===== src/rtl/control_unit.sv =====
// control_unit
//   Hardwired fetch/decode/execute sequencer that sits directly upstream of
//   data_path. It runs one instruction at a time. For each step it drives the
//   bus-out selects, the register-in enables, the ALU op and the memory strobes.
//   The instruction is decoded from the IR contents that the datapath feeds back.
//   This is a Moore machine: the outputs depend only on the state register and
//   on ir. The stop and clear inputs affect only the next state.
//
// Ports
//   clock        in   1   system clock, rising edge
//   clear        in   1   synchronous active-high reset (goes to RST)
//   stop         in   1   pause request, looked at only in T0
//   ir           in   32  opc=ir[31:27] ra=ir[26:23] rb=ir[22:19] rc=ir[18:15]
//   reg_in       out  16  one-hot register-in enables R0..R15
//   reg_out      out  16  one-hot register-out selects R0..R15
//   PCout..Write out  1   datapath strobes; Cout drives sign-extended ir[18:0]
//   op           out  5   ALU operation
//   run          out  1   1 while sequencing; 0 in HALT or PAUSE
//   illegal      out  1   single-cycle pulse in T3 for an undefined opcode
//   state_dbg    out  4   current state register, for observation only
//
// Handshake: none. The datapath holds ir stable from T3 through the following
// T2. This block never latches ir.
module control_unit #(
  parameter logic [4:0] ALU_ADD        = 5'b00011,
  parameter bit         ILLEGAL_AS_NOP = 1'b1
) (
  input  logic        clock,
  input  logic        clear,
  input  logic        stop,
  input  logic [31:0] ir,
  output logic [15:0] reg_in,
  output logic [15:0] reg_out,
  output logic        PCout,
  output logic        PCin,
  output logic        IncPC,
  output logic        MARin,
  output logic        MDRin,
  output logic        MDRout,
  output logic        Yin,
  output logic        Zhighin,
  output logic        Zlowin,
  output logic        Zhighout,
  output logic        Zlowout,
  output logic        HIin,
  output logic        LOin,
  output logic        IRin,
  output logic        Cout,
  output logic        BAOut,
  output logic        Read,
  output logic        Write,
  output logic [4:0]  op,
  output logic        run,
  output logic        illegal,
  output logic [3:0]  state_dbg
);

  typedef enum logic [3:0] {
    S_RST, S_T0, S_T1, S_T2, S_T3, S_T4, S_T5, S_T6, S_T7, S_PAUSE, S_HALT
  } state_t;

  state_t state, state_nxt;

  // Instruction fields
  logic [4:0]  opc;
  logic [15:0] ra_1h, rb_1h, rc_1h;
  logic        is_rtype, is_muldiv, is_ld, is_st, is_addi, is_nop, is_halt;
  logic        is_alu, is_mem;

  assign opc   = ir[31:27];
  assign ra_1h = 16'd1 << ir[26:23];
  assign rb_1h = 16'd1 << ir[22:19];
  assign rc_1h = 16'd1 << ir[18:15];

  assign is_rtype  = (opc <= 5'd11);
  assign is_muldiv = (opc == 5'b01110) || (opc == 5'b01111);
  assign is_ld     = (opc == 5'b10000);
  assign is_st     = (opc == 5'b10001);
  assign is_addi   = (opc == 5'b10010);
  assign is_nop    = (opc == 5'b11010);
  assign is_halt   = (opc == 5'b11011);
  assign is_alu    = is_rtype | is_muldiv;   // Y <= Rb, Z <= Y op Rc
  assign is_mem    = is_ld | is_st | is_addi; // Y <= base, Z <= Y + C

  // The low immediate bits go straight to the datapath through Cout.
  // This block does not use them.
  logic unused_ir;
  assign unused_ir = ^ir[14:0];

  assign state_dbg = state;

  always_ff @(posedge clock) begin
    if (clear) state <= S_RST;
    else       state <= state_nxt;
  end

  always_comb begin
    state_nxt = state;
    reg_in    = '0;
    reg_out   = '0;
    PCout     = 1'b0;
    PCin      = 1'b0;
    IncPC     = 1'b0;
    MARin     = 1'b0;
    MDRin     = 1'b0;
    MDRout    = 1'b0;
    Yin       = 1'b0;
    Zhighin   = 1'b0;
    Zlowin    = 1'b0;
    Zhighout  = 1'b0;
    Zlowout   = 1'b0;
    HIin      = 1'b0;
    LOin      = 1'b0;
    IRin      = 1'b0;
    Cout      = 1'b0;
    BAOut     = 1'b0;
    Read      = 1'b0;
    Write     = 1'b0;
    op        = '0;
    run       = 1'b1;
    illegal   = 1'b0;

    unique case (state)
      S_RST: state_nxt = S_T0;

      // The fetch strobes do not depend on stop. If T0 is followed by PAUSE,
      // Z has been loaded but PCin has not fired, so the later T0 redoes
      // the same PC+1.
      S_T0: begin
        PCout  = 1'b1;
        MARin  = 1'b1;
        IncPC  = 1'b1;
        Zlowin = 1'b1;
        state_nxt = stop ? S_PAUSE : S_T1;
      end

      S_T1: begin
        Zlowout = 1'b1;
        PCin    = 1'b1;
        Read    = 1'b1;
        MDRin   = 1'b1;
        state_nxt = S_T2;
      end

      S_T2: begin
        MDRout = 1'b1;
        IRin   = 1'b1;
        state_nxt = S_T3;
      end

      S_T3: begin
        if (is_alu) begin
          reg_out   = rb_1h;
          Yin       = 1'b1;
          state_nxt = S_T4;
        end else if (is_mem) begin
          // BAOut makes R0 read as zero, so that rb=0 gives absolute addressing.
          reg_out   = rb_1h;
          BAOut     = 1'b1;
          Yin       = 1'b1;
          state_nxt = S_T4;
        end else if (is_nop) begin
          state_nxt = S_T0;
        end else if (is_halt) begin
          state_nxt = S_HALT;
        end else begin
          illegal   = 1'b1;
          state_nxt = ILLEGAL_AS_NOP ? S_T0 : S_HALT;
        end
      end

      S_T4: begin
        state_nxt = S_T0;
        if (is_alu) begin
          reg_out   = rc_1h;
          op        = opc;
          Zlowin    = 1'b1;
          Zhighin   = 1'b1;
          state_nxt = S_T5;
        end else if (is_mem) begin
          Cout      = 1'b1;
          op        = ALU_ADD;
          Zlowin    = 1'b1;
          state_nxt = S_T5;
        end
      end

      S_T5: begin
        state_nxt = S_T0;
        if (is_alu || is_mem) Zlowout = 1'b1;
        if (is_rtype || is_addi) begin
          reg_in = ra_1h;
        end else if (is_muldiv) begin
          LOin      = 1'b1;
          state_nxt = S_T6;
        end else if (is_ld || is_st) begin
          MARin     = 1'b1;
          state_nxt = S_T6;
        end
      end

      S_T6: begin
        state_nxt = S_T0;
        if (is_muldiv) begin
          Zhighout = 1'b1;
          HIin     = 1'b1;
        end else if (is_ld) begin
          Read      = 1'b1;
          MDRin     = 1'b1;
          state_nxt = S_T7;
        end else if (is_st) begin
          reg_out   = ra_1h;
          MDRin     = 1'b1;
          state_nxt = S_T7;
        end
      end

      S_T7: begin
        state_nxt = S_T0;
        if (is_ld) begin
          MDRout = 1'b1;
          reg_in = ra_1h;
        end else if (is_st) begin
          MDRout = 1'b1;
          Write  = 1'b1;
        end
      end

      S_PAUSE: begin
        run = 1'b0;
        if (!stop) state_nxt = S_T0;
      end

      S_HALT: run = 1'b0;

      default: state_nxt = S_RST;
    endcase
  end

endmodule

===== config.mk =====
export PLATFORM = sky130hd
export DESIGN_NAME = control_unit
export DESIGN_NICKNAME = d
export VERILOG_FILES = /design/src/rtl/control_unit.sv
export SDC_FILE = /design/constraint.sdc
export NUM_CORES = 1
export LEC_CHECK = 0
export ABC_AREA = 1
export CORE_MARGIN = 2
export CORE_UTILIZATION = 32
export CTS_CLUSTER_DIAMETER = 200
export DETAILED_ROUTE_END_ITERATION = 8
export GPL_ROUTABILITY_DRIVEN = 0
export PLACE_DENSITY = 0.85
export SYNTH_ARGS = -nofsm -noshare
export SYNTH_HDL_FRONTEND = slang
export SYNTH_SLANG_ARGS = --single-unit

===== constraint.sdc =====
create_clock -name clock -period 1.4 [get_ports clock]
set_clock_uncertainty 0.05 [all_clocks]
set_input_delay 0.28 -clock clock [delete_from_list [all_inputs] [get_ports clock]]
set_output_delay 0.28 -clock clock [all_outputs]
set_load 0.01 [all_outputs]

==> metrics, run 1 <==
Site Rows=23; asr flop ratio synth=0%; number of synthesized flops with an enable pin=0; status=stopped before the end; worst ep type=primary output; Die X=69.1 um; io pins=96; H-tree depth=1; grt ovf=334; synth top area cells=nor2_1 (17%), nand2_1 (17%), nand3_1 (17%), inv_1 (13%), dfxtp_1 (5.9%); IO Port Bufs=79; DIE HEIGHT=69.1 um; Synth area leader=nor2_1; CTS Sinks=4; stop err=[ERROR GRT-0232] Routing congestion too high. Check the congestion heatmap in the GUI.; GRT Total Usage=92.2%; Yosys warning total=0; DP Cell Count=473; Worst EP post-GRT repair=reg_out[13]; Yosys cell types=28; post-synthesis sequential area ratio=5.90%; largest net degree at the start of global routing=10; share of the synthesized area in the top cell type=17.4%; Mapped Nets=317; Initial Utilization=33.7%; ys flop type=dfxtp_1; HPWL after DPL=5.32 mm; Halt Stage=global routing; number of synthesized register bits=4; Hold-fix buffers, CTS=0; Placement Setup Slack=-1.44 ns; clk buf depth=2; syn avg cell area=4.81 um2; Mapped Area=1360 um2; root buf cell=clkbuf_8; Cells after Synth=282; total CTS buffers=3
## metal layers
layer / overflow / track usage, %
met5: 0 / 13.3
met4: 102 / 108
met3: 3 / 66.1
met2: 229 / 121
met1: 0 / 84.3
## logic make-up after synthesis
family                 count (synthesis)  synth area share (%)
buffers and inverters                 59                  18.7
AO/OA/AOI/OAI                         13                  7.19
other                                  1                 0.276
flip-flops                             4                  5.90
AND/OR/NAND/NOR                      205                  67.9
## synthesized netlist by cell type (2+ instances only)
cell type,count
nand3_2,2
o21ai_0,3
inv_2,3
nor2_1,63
o211ai_1,2
nand4_1,5
inv_1,46
a21oi_1,4
buf_2,2
or2_2,3
buf_6,2
nor4_1,4
nor2_2,7
o22ai_1,2
nor3_1,8
nand2_1,62
dfxtp_1,4
nand3_1,45
buf_4,4
nand2_2,3
## stage by stage
stage                     TNS (ns)  area, um2
after global placement      -60.99       2830
after floorplan              -1.22       1520
after detailed placement    -64.61       2830
after CTS                   -21.52       3610
## what timing repair did
| item | in CTS |
|---|---|
| cloned | 1 |
| gates resized for setup | 429 |
| buffers inserted | 45 |
| pin swaps | 47 |
| setup endpoints to repair | 64 |
==> run 2: changes to the inputs <==
--- a/config.mk
+++ b/config.mk
@@ -7,11 +7,10 @@
 export LEC_CHECK = 0
 export ABC_AREA = 1
 export CORE_MARGIN = 2
-export CORE_UTILIZATION = 32
-export CTS_CLUSTER_DIAMETER = 200
+export CORE_UTILIZATION = 36
 export DETAILED_ROUTE_END_ITERATION = 8
 export GPL_ROUTABILITY_DRIVEN = 0
-export PLACE_DENSITY = 0.85
+export PLACE_DENSITY_LB_ADDON = 0.15
 export SYNTH_ARGS = -nofsm -noshare
 export SYNTH_HDL_FRONTEND = slang
 export SYNTH_SLANG_ARGS = --single-unit
==> constraint.sdc (replaced) <==
create_clock -name clock -period 1.82 [get_ports clock]
set_clock_uncertainty 0.05 [all_clocks]
set_input_delay 0.364 -clock clock [delete_from_list [all_inputs] [get_ports clock]]
set_output_delay 0.364 -clock clock [all_outputs]
set_load 0.01 [all_outputs]
==> metrics, run 2 <==
status=finished with violations (was stopped before the end); failing checks=negative setup slack; Critical Path Source=state_dbg[1]$_SDFFE_PP0P_; CP Capture Type=output port; worst hold path class=in -> reg; Die X=65.4 um (was 69.1 um); Ant. Diodes=0; vias in the first global route=2,294; via count=3,013; largest net degree at the start of global routing=17; Clock Power Share=20.4%; syn avg cell area=4.81 um2 (unchanged); Util after Layout=93.7%; total CTS buffers=3 (unchanged); Synth area leader=nor2_1 (unchanged); post-synthesis sequential area ratio=5.90% (unchanged); critical path type=reg -> out; final non-filler cell area=3410 um2; Clock Latency Late Sink=0.24 ns; Mapped Nets=317 (unchanged); asr flop ratio synth=0% (unchanged); most numerous cell in the Yosys netlist=nor2_1 (unchanged); Layout Nets=484; max_cap viols=0; Placement Setup Slack=-0.968 ns (was -1.44 ns); H-tree depth=1 (unchanged); Flop pwr share=12.3%; Initial Utilization=37.4% (was 33.7%); vias per std cell=6.09; HPWL after DPL=4.41 mm (was 5.32 mm); Clock Pin Slew Worst Setup and Hold Paths=0.04 ns; number of synthesized flops with an enable pin=0 (unchanged); Final Worst Setup Slack=-0.345 ns; share of the synthesized area in the top cell type=17.4% (unchanged); root buf cell=clkbuf_8 (unchanged); detail-routed net length per standard cell=20.6 um; Yosys cell types=28 (unchanged); Mapped Area=1360 um2 (unchanged); initial antenna violation count=0; Cells after Synth=282 (unchanged); clk buf depth=2 (unchanged); Site Rows=22 (was 23); Worst Hold Launch=ir[31]; Crit path arrival time=1.75 ns; GRT Total Usage=30.5%; residual DRC count=0; Worst Path Required=1.41 ns; r2r startpoint=state_dbg[1]$_SDFFE_PP0P_; DRT antenna net count=0; LEAKAGE=1.81 nW; synth top area cells=nor2_1 (17%), nand2_1 (17%), nand3_1 (17%), inv_1 (13%), dfxtp_1 (5.9%) (unchanged); Final Max Slew Viols=0; Commonest cells post-synth=nor2_1 (63), nand2_1 (62), inv_1 (46) (unchanged); CTS Sinks=4 (unchanged); Power Total=1.07 mW; clock period minus worst slack=2.16 ns; net switching power=522 uW; ys flop type=dfxtp_1 (unchanged); Post-Route WL=10.2 mm; Yosys warning total=0 (unchanged); IO Port Bufs=79 (unchanged); area grow syn2layout=151%; DR pass1 iterations=7; RSZ-0062 raised after global routing=true; Die Area=4280 um2; hold path depth=4; grt ovf=0; worst-path fanout max=4; P_int=552 uW; startpoint types=flip-flop; io pins=96 (unchanged); DIE HEIGHT=65.4 um (was 69.1 um); VDD IR max=179 uV; post-place instance area=2590 um2 (was 2830 um2); PwrDens=315 nW/um2; global-route wire length before repair=10.5 mm; number of flip-flops in the largest register=4; Comb pwr share=67.3%; final setup violation count=41; fin crit share=119%; fmax=462 MHz; layout cells sized above 1=66.9%; Final Hold Vio Count=0; 1st-iter DRT viols=499; most frequent cells in the layout=buf_4 (68), nand2_1 (37), buf_6 (37); CTS tree=yes; Core Box Area=3630 um2; Net Sw Frac=48.6%; number of synthesized register bits=4 (unchanged); commonest non-fill, non-tap cell in the layout=buf_4; R2R depth=9
[run 2: cell counts after synthesis]
No cell type changed its count.
[run 2: worst paths after layout]
kind | to | slack [ns]
setup reg to reg | state_dbg[1]$_SDFFE_PP0P_ | 0.15
hold reg to reg | state_dbg[1]$_SDFFE_PP0P_ | 0.82
setup / recovery | reg_out[11] | -0.34
hold / removal | state_dbg[0]$_SDFFE_PP0P_ | 0.68
[run 2: worst max-delay path: stages (launching register included)]
cell and delay [ns]:
dfxtp_4 0.38, buf_4 0.15, nor2_4 0.13, nand2_4 0.08, nor2_4 0.09, buf_4 0.13, nand3_1 0.08, nor2_1 0.17
nor2_1 0.10, nand2_1 0.07, buf_2 0.13
[run 2: kinds of logic (layout without fill, tap and decap cells)]
| kind of cell | after synthesis | after routing | share of synthesized area [%] |
|---|---|---|---|
| AND/OR/NAND/NOR | 205 | 205 | 67.9 |
| buffers and inverters | 59 | 224 | 18.7 |
| AO/OA/AOI/OAI | 13 | 13 | 7.19 |
| flip-flops | 4 | 4 | 5.90 |
| other | 1 | 1 | 0.276 |
[run 2: routing by layer]
metal  wire (um)  track usage (%)
met4         807             9.38
met2        4630             49.2
met3        1190             4.45
met5           0                0
met1        3550             41.9
[run 2: layout make-up]
class / count / area (um2)
Inverter: 50 / 205
Multi-Input combinational cell: 219 / 1600
Fill cell: 117 / 228
Clock buffer: 3 / 41.3
Sequential cell: 4 / 92.6
Timing Repair Buffer: 170 / 1400
Timing Repair inverter: 1 / 8.76
Tap cell: 48 / 60.1
[run 2: timing repair]
action,4_1_cts,5_1_grt
gates resized for setup,242,218
setup buffers,16,20
gates cloned,0,2
endpoints found under the setup margin,56,55
hold buffers,0,0
pin swaps,17,38
[run 2: metrics by stage]
stage | hold WS (ns) | setup TNS (ns) | instances
3_3_place_gp | 0.764 | -42.46 | 460
6_report | 0.685 | -8.25 | 495
4_1_cts | 0.576 | -7.52 | 479
5_1_grt | 0.768 | -9.94 | 495
2_1_floorplan | 0.383 | 0 | 282
3_5_place_dp | 0.791 | -43.83 | 460
[run 2: power groups by stage]
stage	Combinational, mW	Clock [mW]	Sequential, mW
finish	0.723	0.219	0.132
detailed placement	0.518	0	0.115
floorplan	0.209	0	0.118
global route	0.754	0.219	0.133
CTS	0.558	0.207	0.116
global placement	0.513	0	0.113
No activity file was read; power rests on OpenSTA's default activity.
==> run 3: changes to the inputs <==
--- a/config.mk
+++ b/config.mk
@@ -6,6 +6,7 @@
 export NUM_CORES = 1
 export LEC_CHECK = 0
 export ABC_AREA = 1
+export ABC_CLOCK_PERIOD_IN_PS = 1820
 export CORE_MARGIN = 2
 export CORE_UTILIZATION = 36
 export DETAILED_ROUTE_END_ITERATION = 8
==> results of run 3 <==
No change in the layout: final DEF, timing and power equal those of run 2.
==> run 4: changes to the inputs <==
--- a/config.mk
+++ b/config.mk
@@ -7,11 +7,12 @@
 export LEC_CHECK = 0
 export ABC_AREA = 1
 export ABC_CLOCK_PERIOD_IN_PS = 1820
+export CAP_MARGIN = 5
 export CORE_MARGIN = 2
 export CORE_UTILIZATION = 36
 export DETAILED_ROUTE_END_ITERATION = 8
 export GPL_ROUTABILITY_DRIVEN = 0
-export PLACE_DENSITY_LB_ADDON = 0.15
+export PLACE_DENSITY = 0.83
 export SYNTH_ARGS = -nofsm -noshare
 export SYNTH_HDL_FRONTEND = slang
 export SYNTH_SLANG_ARGS = --single-unit
==> metrics, run 4 (synthesized netlist as in run 2, its figures left out) <==
LEAKAGE=1.69 nW (was 1.81 nW); Hold-fix buffers, CTS=0 (unchanged); final setup violation count=44 (was 41); failing checks=negative setup slack (unchanged); Clock Pin Slew Worst Setup and Hold Paths=0.03 ns (was 0.04 ns); max_cap viols=0 (unchanged); R2R setup slack=0.07 ns (was 0.15 ns); status=finished with violations (unchanged); DP Cell Count=463 (was 460); initial antenna violation count=0 (unchanged); max incr delay on CP=0.39 ns (was 0.38 ns); slowest CP cell=dfxtp_4 (unchanged); Core Box Area=3630 um2 (unchanged); Ant. Diodes=0 (unchanged); RSZ-0062 raised after global routing=true (unchanged); Site Rows=22 (unchanged); worst-path fanout max=5 (was 4); hold path depth=5 (was 4); global-route wire length before repair=11.2 mm (was 10.5 mm); Post-Route WL=9.58 mm (was 10.2 mm); number of flip-flops in the largest register=4 (unchanged); r2r startpoint=state_dbg[1]$_SDFFE_PP0P_ (unchanged); detail-routed net length per standard cell=19.2 um (was 20.6 um); critical path's top delay family=simple AND/OR/NAND/NOR gates (unchanged); most frequent cells in the layout=buf_4 (86), nand2_1 (45), nand3_1 (37) (was buf_4 (68), nand2_1 (37), buf_6 (37)); grt ovf=0 (unchanged); most used cell, CP=nor2_1; Clock Latency Late Sink=0.21 ns (was 0.24 ns); worst hold path class=reg -> reg (was in -> reg); vias in the first global route=2,514 (was 2,294); reg-to-reg endpoint=state_dbg[1]$_SDFFE_PP0P_ (unchanged); PwrDens=320 nW/um2 (was 315 nW/um2); layout cells sized above 1=60.8% (was 66.9%); 1st-iter DRT viols=433 (was 499); clock period minus worst slack=2.07 ns (was 2.16 ns); vias per std cell=5.91 (was 6.09); residual DRC count=0 (unchanged); DRT antenna net count=0 (unchanged); Die Area=4280 um2 (unchanged); largest net degree at the start of global routing=13 (was 17); io pins=96 (unchanged); critical path type=reg -> out (unchanged); Util after Layout=87.6% (was 93.7%); startpoint types=flip-flop (unchanged); H-tree depth=1 (unchanged); Final Max Slew Viols=0 (unchanged); Worst Hold Launch=state_dbg[3]$_SDFFE_PP0P_ (was ir[31]); area grow syn2layout=135% (was 151%); clk buf depth=2 (unchanged); Worst Path Required=1.41 ns (about the same); DR pass1 iterations=5 (was 7); hold endpoint=state_dbg[1]$_SDFFE_PP0P_ (was state_dbg[0]$_SDFFE_PP0P_); Crit path arrival time=1.66 ns (was 1.75 ns); Placement Setup Slack=-0.939 ns (was -0.968 ns); HPWL after DPL=4.73 mm (was 4.41 mm); Die X=65.4 um (unchanged); multi-input logic area=1440 um2 (was 1600 um2); Buf/Inv on CP=3 (unchanged); DIE HEIGHT=65.4 um (unchanged); crit-path cells=inv_1 -> nor2_2 -> nand2_2 -> nor2_4 -> buf_4 -> nand3_1 -> nor2_1 -> nor2_1 -> nand2_1 -> clkbuf_2 (was buf_4 -> nor2_4 -> nand2_4 -> nor2_4 -> buf_4 -> nand3_1 -> nor2_1 -> nor2_1 -> nand2_1 -> buf_2); GRT Total Usage=32.5% (was 30.5%); CTS Sinks=4 (unchanged); CTS tree=yes (unchanged); Final Worst Setup Slack=-0.254 ns (was -0.345 ns); # fillers=181 (was 117); commonest non-fill, non-tap cell in the layout=buf_4 (unchanged); fmax=482 MHz (was 462 MHz); via count=2,954 (was 3,013); final non-filler cell total=500 (was 495); Layout Nets=489 (was 484); IO Port Bufs=79 (unchanged); FF+latch area=90.1 um2 (was 92.6 um2); R2R depth=10 (was 9); Final Hold Vio Count=0 (unchanged); Initial Utilization=37.4% (unchanged); fin crit share=114% (was 119%); root buf cell=clkbuf_8 (unchanged); VDD IR max=213 uV (was 179 uV); CP Capture Type=output port (unchanged); total CTS buffers=3 (unchanged)
-- run 4: cell types whose count changed in the layout (fill, tap and decap cells not counted), moves of 4 or more --
cell / before / now
nand3_2: 30 / 9
buf_6: 37 / 21
dlygate4sd2_1: 4 / 14
buf_4: 68 / 86
nor2_1: 31 / 23
nand2_2: 19 / 13
nand2_1: 37 / 45
nand3_1: 15 / 37
nor2_2: 22 / 29
dlymetal6s2s_1: 5 / 1
-- run 4: what timing repair did --
item	in CTS	in global routing
pin swaps	21	16
gates resized for setup	307	90
setup buffers	20	15
endpoints found under the setup margin	58	53
gates cloned	0	1
-- run 4: per-layer routing --
| layer | track usage, % | wire (um) |
|---|---|---|
| met2 | 61.4 | 4380 |
| met5 | 0 | 0 |
| met3 | 3.77 | 1080 |
| met1 | 37.6 | 3460 |
| met4 | 10.9 | 660 |
-- run 4: cell type report --
| type | count | area share, % |
|---|---|---|
| multi-input combinational | 219 | 45.1 |
| timing repair buffer | 176 | 42.8 |
| inverter | 50 | 6.09 |
| sequential | 4 | 2.83 |
| tap | 48 | 1.89 |
| clock buffer | 3 | 1.30 |
-- run 4: how the worst max path moves through the flow --
stage                        endpoint                      start  slack, ns  cells after the start
after floorplan           reg_out[11]  state_dbg[0]$_SDFFE_PP0P_       0.14                      8
after global placement       Zhighout                     ir[28]      -0.87                      7
after CTS                 reg_out[11]  state_dbg[0]$_SDFFE_PP0P_      -0.24                     10
final                     reg_out[11]  state_dbg[0]$_SDFFE_PP0P_      -0.25                     10
after detailed placement   reg_out[1]                     ir[29]      -0.94                      8
after global routing      reg_out[11]  state_dbg[0]$_SDFFE_PP0P_      -0.33                     10
-- run 4: through the flow --
stage | hold WS [ns] | total power, mW | setup TNS (ns) | instance area, um2
2_1_floorplan | 0.383 | 0.327 | 0 | 1360
3_3_place_gp | 0.722 | 0.626 | -40.17 | 2620
3_5_place_dp | 0.733 | 0.643 | -42.80 | 2620
4_1_cts | 0.674 | 0.873 | -3.17 | 2890
5_1_grt | 0.744 | 1.06 | -9.11 | 3180
6_report | 0.720 | 1.02 | -6.48 | 3180
-- run 4: worst reg2reg max path, delay by kind of cell (launching register included) --
family | cells | cell delay (ns)
and+or+nand+nor | 5 | 0.63
DFF | 1 | 0.40
buffers and inverters | 4 | 0.44
AOI/OAI and AO/OA | 1 | 0.11
-- run 4: where the power goes --
part           internal, mW  total (mW)  switching [mW]
clock                 0.141       0.184          0.0430
sequential            0.103       0.127          0.0240
combinational         0.310       0.709           0.399
